==> config.mk <==
export PLATFORM = sky130hd
export DESIGN_NAME = mem_arbiter
export DESIGN_NICKNAME = d
export VERILOG_FILES = /design/src/rtl/mem_arbiter_pkg.sv /design/src/rtl/mem_arbiter_prio.sv /design/src/rtl/mem_arbiter.sv
export SDC_FILE = /design/constraint.sdc
export NUM_CORES = 1
export LEC_CHECK = 0
export BUFFER_PORTS_ARGS = -buffer_cell sky130_fd_sc_hd__buf_2
export CELL_PAD_IN_SITES_DETAIL_PLACEMENT = 1
export CELL_PAD_IN_SITES_GLOBAL_PLACEMENT = 2
export CORE_MARGIN = 2
export CORE_UTILIZATION = 24
export DETAILED_ROUTE_END_ITERATION = 6
export PLACE_DENSITY_LB_ADDON = 0.15
export SLEW_MARGIN = 20
export SYNTH_ARGS = -nofsm -noshare
export SYNTH_HDL_FRONTEND = slang
export SYNTH_SLANG_ARGS = --single-unit
==> constraint.sdc <==
create_clock -name clk -period 2.3 [get_ports clk]
set_clock_uncertainty 0.1 [all_clocks]
set_input_delay 0.23 -clock clk [delete_from_list [all_inputs] [get_ports clk]]
set_output_delay 0.23 -clock clk [all_outputs]
set_load 0.03 [all_outputs]
==> src/rtl/mem_arbiter_pkg.sv <==
// mem_arbiter_pkg: shared widths, command kinds, FSM states and the
// latched command payload used by the memory arbiter and its priority
// select.
package mem_arbiter_pkg;

  localparam int unsigned XLEN           = 32;
  localparam int unsigned INST_OP_WIDTH  = 6;
  localparam int unsigned ROB_SIZE_WIDTH = 4;
  localparam int unsigned MEM_KIND_WIDTH = 2;

  // Default value of addr[17:16] that selects the IO-mapped region.
  localparam logic [1:0] IO_ADDR_SEL = 2'b11;

  // One-hot grant vector positions.
  localparam int unsigned NUM_REQ    = 3;
  localparam int unsigned GNT_ICACHE = 0;
  localparam int unsigned GNT_LSB    = 1;
  localparam int unsigned GNT_ROB    = 2;

  typedef enum logic [MEM_KIND_WIDTH-1:0] {
    MEM_KIND_INST  = 2'd0,
    MEM_KIND_LOAD  = 2'd1,
    MEM_KIND_STORE = 2'd2
  } mem_kind_e;

  typedef enum logic {
    S_IDLE = 1'b0,
    S_WAIT = 1'b1
  } arb_state_e;

  typedef struct packed {
    mem_kind_e                 kind;
    logic [INST_OP_WIDTH-1:0]  op;
    logic [XLEN-1:0]           addr;
    logic [XLEN-1:0]           val;
    logic [ROB_SIZE_WIDTH-1:0] id;
  } mem_cmd_t;

endpackage

==> src/rtl/mem_arbiter_prio.sv <==
// mem_arb_prio: combinational eligibility filter and fixed-priority select.
// Ports:
//   icache_req, lsb_req, rob_req  raw request levels
//   flush                         blocks loads and fetches
//   io_stall                      store targets IO while the UART buffer is full
//   age_hit                       fetch has aged out; it outranks everything
//   grant                         one-hot winner (GNT_* positions), '0 if none
module mem_arb_prio
  import mem_arbiter_pkg::*;
(
  input  logic               icache_req,
  input  logic               lsb_req,
  input  logic               rob_req,
  input  logic               flush,
  input  logic               io_stall,
  input  logic               age_hit,
  output logic [NUM_REQ-1:0] grant
);

  logic fetch_ok;
  logic load_ok;
  logic store_ok;

  always_comb begin
    fetch_ok = icache_req && !flush;
    load_ok  = lsb_req && !flush;
    store_ok = rob_req && !io_stall;
    grant    = '0;
    if (age_hit && fetch_ok) begin
      grant[GNT_ICACHE] = 1'b1;
    end else if (store_ok) begin
      grant[GNT_ROB] = 1'b1;
    end else if (load_ok) begin
      grant[GNT_LSB] = 1'b1;
    end else if (fetch_ok) begin
      grant[GNT_ICACHE] = 1'b1;
    end
  end

endmodule

==> src/rtl/mem_arbiter.sv <==
// mem_arbiter: grants one of fetch / load / store at a time to the
// byte-serial memory controller, issues it as a one-cycle command and waits
// for mem_done before granting again (back-to-back on the done cycle).
// Ports: clk, rst (sync, active-high), rdy (global hold), flush,
//   icache_*/lsb_*/rob_* requests with payloads, io_buffer_full, mem_done;
//   arb_*_ack grant pulses, arb_mem_valid strobe, arb_mem_* latched payload,
//   arb_busy (command in flight).
// Build option: define MEM_ARB_AGING_EN to enable the fetch aging counter
// that promotes a starved fetch to top priority after AGE_LIMIT cycles.
module mem_arbiter
  import mem_arbiter_pkg::*;
#(
  parameter int unsigned AGE_LIMIT  = 8,
  parameter logic [1:0]  IO_ADDR_HI = IO_ADDR_SEL
) (
  input  logic                      clk,
  input  logic                      rst,
  input  logic                      rdy,
  input  logic                      flush,
  input  logic                      icache_req,
  input  logic [XLEN-1:0]           icache_addr,
  input  logic                      lsb_req,
  input  logic [INST_OP_WIDTH-1:0]  lsb_op,
  input  logic [XLEN-1:0]           lsb_addr,
  input  logic [ROB_SIZE_WIDTH-1:0] lsb_id,
  input  logic                      rob_req,
  input  logic [INST_OP_WIDTH-1:0]  rob_op,
  input  logic [XLEN-1:0]           rob_addr,
  input  logic [XLEN-1:0]           rob_val,
  input  logic                      io_buffer_full,
  input  logic                      mem_done,
  output logic                      arb_icache_ack,
  output logic                      arb_lsb_ack,
  output logic                      arb_rob_ack,
  output logic                      arb_mem_valid,
  output logic [MEM_KIND_WIDTH-1:0] arb_mem_kind,
  output logic [INST_OP_WIDTH-1:0]  arb_mem_op,
  output logic [XLEN-1:0]           arb_mem_addr,
  output logic [XLEN-1:0]           arb_mem_val,
  output logic [ROB_SIZE_WIDTH-1:0] arb_mem_id,
  output logic                      arb_busy
);

  if (AGE_LIMIT > 15) begin : g_age_limit_chk
    $error("AGE_LIMIT must fit the 4-bit age counter");
  end

  arb_state_e         state_q, state_d;
  mem_cmd_t           cmd_q, cmd_d;
  logic [NUM_REQ-1:0] ack_q, ack_d;
  logic               valid_q, valid_d;
  logic [NUM_REQ-1:0] grant;
  logic               eval;
  logic               io_stall;
  logic               age_hit;

  assign io_stall = io_buffer_full && (rob_addr[17:16] == IO_ADDR_HI);

  // A new winner may be picked when idle, or on the done cycle of the
  // current command so the next command issues with no bubble.
  assign eval = (state_q == S_IDLE) || mem_done;

`ifdef MEM_ARB_AGING_EN
  logic [3:0] age_q, age_d;

  assign age_hit = (age_q == 4'(AGE_LIMIT));

  always_comb begin
    age_d = age_q;
    if (flush || (eval && grant[GNT_ICACHE])) begin
      age_d = '0;
    end else if (icache_req && !age_hit) begin
      age_d = age_q + 4'd1;
    end
  end

  always_ff @(posedge clk) begin
    if (rst) begin
      age_q <= '0;
    end else if (rdy) begin
      age_q <= age_d;
    end
  end
`else
  assign age_hit = 1'b0;
`endif

  mem_arb_prio u_prio (
    .icache_req (icache_req),
    .lsb_req    (lsb_req),
    .rob_req    (rob_req),
    .flush      (flush),
    .io_stall   (io_stall),
    .age_hit    (age_hit),
    .grant      (grant)
  );

  always_comb begin
    state_d = state_q;
    cmd_d   = cmd_q;
    ack_d   = '0;
    valid_d = 1'b0;
    if (eval && (|grant)) begin
      state_d = S_WAIT;
      ack_d   = grant;
      valid_d = 1'b1;
      cmd_d   = '0;
      if (grant[GNT_ROB]) begin
        cmd_d.kind = MEM_KIND_STORE;
        cmd_d.op   = rob_op;
        cmd_d.addr = rob_addr;
        cmd_d.val  = rob_val;
      end else if (grant[GNT_LSB]) begin
        cmd_d.kind = MEM_KIND_LOAD;
        cmd_d.op   = lsb_op;
        cmd_d.addr = lsb_addr;
        cmd_d.id   = lsb_id;
      end else begin
        cmd_d.kind = MEM_KIND_INST;
        cmd_d.addr = icache_addr;
      end
    end else if (state_q == S_WAIT && mem_done) begin
      state_d = S_IDLE;
    end else if (state_q == S_WAIT && flush && cmd_q.kind != MEM_KIND_STORE) begin
      // Controller aborts the same load/fetch; any late done lands in IDLE.
      state_d = S_IDLE;
    end
  end

  always_ff @(posedge clk) begin
    if (rst) begin
      state_q <= S_IDLE;
      cmd_q   <= '0;
      ack_q   <= '0;
      valid_q <= 1'b0;
    end else if (rdy) begin
      state_q <= state_d;
      cmd_q   <= cmd_d;
      ack_q   <= ack_d;
      valid_q <= valid_d;
    end
  end

  assign arb_icache_ack = ack_q[GNT_ICACHE];
  assign arb_lsb_ack    = ack_q[GNT_LSB];
  assign arb_rob_ack    = ack_q[GNT_ROB];
  assign arb_mem_valid  = valid_q;
  assign arb_mem_kind   = cmd_q.kind;
  assign arb_mem_op     = cmd_q.op;
  assign arb_mem_addr   = cmd_q.addr;
  assign arb_mem_val    = cmd_q.val;
  assign arb_mem_id     = cmd_q.id;
  assign arb_busy       = (state_q == S_WAIT);

endmodule
Word level (Yosys, flattened, before mapping)
Cells that the tools add are included.
{ "classes": {"mux": 17, "bitwise_logic": 1, "eq_ne": 2, "reduce_logical": 15} }
{ "ops": {"columns": ["cell", "count"], "rows": [
  ["2-to-1 mux 32 bit", 2],
  ["2-to-1 mux 40 bit", 1],
  ["2-to-1 mux 1 bit", 9],
  ["logical AND 1 bit", 8],
  ["2-to-1 mux 4 bit", 2],
  ["2-to-1 mux 6 bit", 1],
  ["AND reduction 2 bit", 2],
  ["2-to-1 mux 3 bit", 1],
  ["nonzero test 3 bit", 1],
  ["OR reduction 3 bit", 1],
  ["equality test 2 bit, second input constant", 1],
  ["zero test 1 bit", 2],
  ["2-to-1 mux 2 bit", 1],
  ["inequality test 2 bit, second input constant", 1],
  ["logical OR 1 bit", 1],
  ["NOT 1 bit", 1]
]} }
{ "word_totals": {"reg_bits": 81, "output_inout_bits": 81, "wordCells": 43, "input_bits": 153} }

Longest topological paths before layout
{ "logic_depth": {"word_depth": 9, "mapped_depth": 7, "mapped_depth_nobuf": 4} }

Cells and area by module
From an unflattened synthesis, not the netlist that was laid out.
{ "hier_totals": {"cells_unflattened": 425, "area_unflattened_um2": 3946.3} }
{ "modules_own_cells": {"columns": ["mod", "seq_area_each_um2", "cells_each", "area_per_inst_um2", "instances"], "rows": [
  ["mem_arbiter", 1621.6, 418, 3887.5, 1],
  ["mem_arb_prio", 0.0, 7, 58.8, 1]
]} }

Worst setup path before layout
No wires, ideal clock.
{ "synth_path": {"path_type": "reg2reg", "start": "register state_q, in the netlist arb_busy", "end": "register cmd_q (netlist bit arb_mem_addr[19])", "slack_ns": 0.589, "path_buffers": 1, "setup_time_ns": 0.130, "path_stages_with_launch": 6, "synth_period_minus_slack_ns": 1.711, "arrival_time_ns": 1.481, "cell_sequence": "dfxtp_1 -> nor2b_1 -> nor3_4 -> o21ai_4 -> buf_6 -> o32ai_2"} }
{ "synth_via": {"elab_chain_len": 4} }
{ "synth_lines": {"columns": ["element", "line_no", "rtl"], "rows": [
  ["start: declaration", "mem_arbiter.sv:48", "arb_state_e state_q, state_d;"],
  ["start signal: assignment", "mem_arbiter.sv:137", "state_q <= state_d;"],
  ["NOT 1 bit", "mem_arbiter.sv:61", "assign eval = (state_q == S_IDLE) || mem_done;"],
  ["logical OR 1 bit", "mem_arbiter.sv:61", null],
  ["logical AND 1 bit", "mem_arbiter.sv:103", "if (eval && (|grant)) begin"],
  ["AND reduction 2 bit (no line)", null, null],
  ["end signal: assignment", "mem_arbiter.sv:138", "cmd_q <= cmd_d;"],
  ["end: declaration", "mem_arbiter.sv:49", "mem_cmd_t cmd_q, cmd_d;"]
]} }
No other way between the ends.
A chain may end at the register's enable or synchronous reset.

Worst setup path in the final report
{ "layout_path": {"start": "register state_q, in the netlist arb_busy", "end": "register cmd_q (netlist bit arb_mem_addr[12])"} }
Same word-level chain as after synthesis.

==> impl_metrics.csv <==
group,metric,value,unit
status,status,"completed",
layout,areaGrowthSynthToFinish,45.1,%
synthesis,synth_warnings,0,
floorplan,die_area,0.0169,mm2
floorplan,std_cell_rows,46,
layout,final_cell_mix,"buf_2, nand2_1, dfxtp_1",
critical_path,cp-end-kind,"register",
critical_path,crit_fanout,26,
clock_network,postCtsSetupBuffers,0,
global_routing,overflow,0,
timing,holdWs,0.0160,ns
timing,hold_viol_final,0,
placement,place_congestion,0.735,
synthesis,ys_types,33,
worst_hold_path,holdCritPathClass,"input pin to register",
clock_network,worst_skew_pair.late_latency,0.34,ns
clock_network,htree_num_levels,3,
placement,placement.cell_area,0.00518,mm2
synthesis,synthMuxAreaShare,2.69,%
clock_network,cts_resized,0,
global_routing,antenna_found_initial,0,
global_routing,grt_usage,17.4,%
power_and_ir_drop,ir_drop,0.286,mV
critical_path,worst-endpoint-required,2.42,ns
layout,fill_cells,1970,
synthesis,synthAdderAreaFrac,0,%
floorplan,die_h,130,um
timing,setup_viol,0,
routing,avgViaCountPerCell,4.63,
routing,dr.pass1.iters,4,
power_and_ir_drop,internal-power,2.71,mW
power_and_ir_drop,power_frac_comb,21.4,%
power_and_ir_drop,power_frac_seq,39.9,%
floorplan,core,0.0157,mm2
synthesis,synth_top_family_by_area,"simple AND/OR/NAND/NOR gates",
synthesis,yosysTopAreaCell,"dfxtp_1",
timing,worst_pin_slew,0.456,ns
synthesis,synth_top_area_share,42.5,%
routing,drc,0,
timing,fin_crit_sh,78.9,%
clock_network,cts.sinks,81,
synthesis,synthSimpleGateAreaFrac,28.2,%
floorplan,top_level_ports,234,
layout,fin_area,0.00553,mm2
routing,wl_per_cell,16.3,um
routing,vias,4199,
power_and_ir_drop,leakage,2.65,nW
routing,wirelength,14.8,mm
global_routing,grt_pass1_wl,22.6,mm
power_and_ir_drop,clock_power_share,38.7,%
power_and_ir_drop,p_sw,1.13,mW
clock_network,ctsHoldBuffers,4,
layout,final_nets,839,
synthesis,synth_compound_area_share,19.9,%
timing,fin_tns_setup,0,ns
routing,ant_nets,0,
floorplan,start_util,24.3,%
routing,drtIter0Drc,142,
power_and_ir_drop,swShare,29.5,%
timing,final_max_slew_viol_count,0,
timing,maxSlewHeadroom,69.5,%
timing,period_minus_slack,1.81,ns
synthesis,ys_ff_latch,81,
clock_network,clk_pin_slew_worst_paths,0.06,ns
synthesis,synthCells,463,
timing,rsz0062_at_grt,"false",
clock_network,cts_tree,"done",
power_and_ir_drop,p_per_area,694,mW/mm2
synthesis,syn_avg_cell_area,8.23,um2
synthesis,yosysSeqAreaShare,42.5,%
synthesis,synth_xor_area_share,0,%
floorplan,die_w,130,um
critical_path,crit_type,"register to register",
timing,max_freq,551,MHz
placement,portBuffers,233,
layout,post-route-util,35.2,%
clock_network,cts_buffer_depth,2,
synthesis,synth_area,0.00381,mm2
layout,drive_gt1_share,42.1,%
flow_run,max-cap-violations,0,
global_routing,grt_pass1_vias,4302,
critical_path,arrival,1.93,ns
layout,num_antenna_cells,0,
synthesis,synth_area_leaders,"dfxtp_1, nand2_1, o32ai_2, nand3_1, a21oi_1",
clock_network,cts-root-buf,"clkbuf_16",
critical_path,start_kind,"register",
layout,final_common_cell,"buf_2",
global_routing,grt_max_degree,55,
placement,hpwl,10.9,mm
synthesis,synth_nets,616,
clock_network,cts_buffers,9,
## state kept, by name (all words and copies together) (netlist names)
name           flops
arb_mem_op         6
ack_q              3
arb_mem_id         4
arb_mem_kind       2
arb_busy           1
arb_mem_addr      32
arb_mem_val       32
arb_mem_valid      1
## final timing paths
| kind | startpoint | to | slack, ns | cells after the start |
|---|---|---|---|---|
| worst max-delay path | arb_busy | arb_mem_addr[12] | 0.49 | 6 |
| worst max register to register | arb_busy | arb_mem_addr[12] | 0.49 | 6 |
| worst min register to register | arb_mem_val[27] | arb_mem_val[27] | 0.36 | 2 |
| worst min-delay path | rob_addr[27] | arb_mem_addr[27] | 0.02 | 3 |
## metrics by stage
stage               cells  power, mW  setup WS (ns)
floorplan             463       2.07          0.589
global placement      887       2.38          0.529
detailed placement    887       2.39          0.482
CTS                   907       3.91          0.470
global route          907       4.04          0.396
finish                907       3.84          0.485
## power by group through the flow
stage	registers [mW]	logic [mW]	clock network, mW
after floorplan	1.73	0.335	0
after global placement	1.56	0.819	0
after detailed placement	1.56	0.830	0
after CTS	1.53	0.837	1.54
after global routing	1.54	0.901	1.59
final	1.53	0.822	1.48
## synth_stat cells
master / count
and4_1: 1
o32ai_1: 6
mux2_2: 2
o21bai_1: 1
nand3_2: 2
a21oi_1: 38
nand2b_1: 3
clkbuf_1: 11
nand2_2: 1
inv_2: 1
nand3_1: 48
dfxtp_1: 81
nor3_1: 1
o221ai_1: 6
inv_1: 7
and2_1: 2
nand4_1: 1
nor2b_1: 2
and3_1: 25
o21ai_0: 7
buf_2: 20
nor2_1: 28
nand2_1: 117
a31oi_1: 2
o21ai_4: 1
nor3_4: 2
mux2i_1: 8
buf_6: 6
o22ai_1: 2
or3_4: 1
o32ai_2: 18
a22o_1: 10
buf_4: 2
## final cells by class
cell class              instances  area [um2]  area share (%)
inverters                       8        30.0           0.543
multi-input cells             335        1940            35.1
repair buffers                251        1360            24.6
clock buffers                  12         256            4.64
clock inverters                 4        51.3           0.928
flip-flops and latches         81        1620            29.3
well taps                     216         270            4.89
## routing by layer
layer	GRT usage (%)	wire (um)	up-vias
met3	3.98	907	14
li1	-	-	2062
met2	30.2	7360	128
met4	6.58	260	0
met1	20.8	6260	1995
met5	0	0	-
## cell families after synthesis
| logic type | after synthesis |
|---|---|
| buffers and inverters | 47 |
| multiplexers | 10 |
| flip-flops | 81 |
| AO/OA/AOI/OAI | 91 |
| AND/OR/NAND/NOR | 234 |
## worst max-delay path, cell delays in order (launching register included)
cell     delay (ns)
dfxtp_1        0.32
nor2b_1        0.13
buf_4          0.15
or3_4          0.51
nand2_2        0.13
buf_12         0.20
o32ai_1        0.12
(Power assumes the default switching activity.)
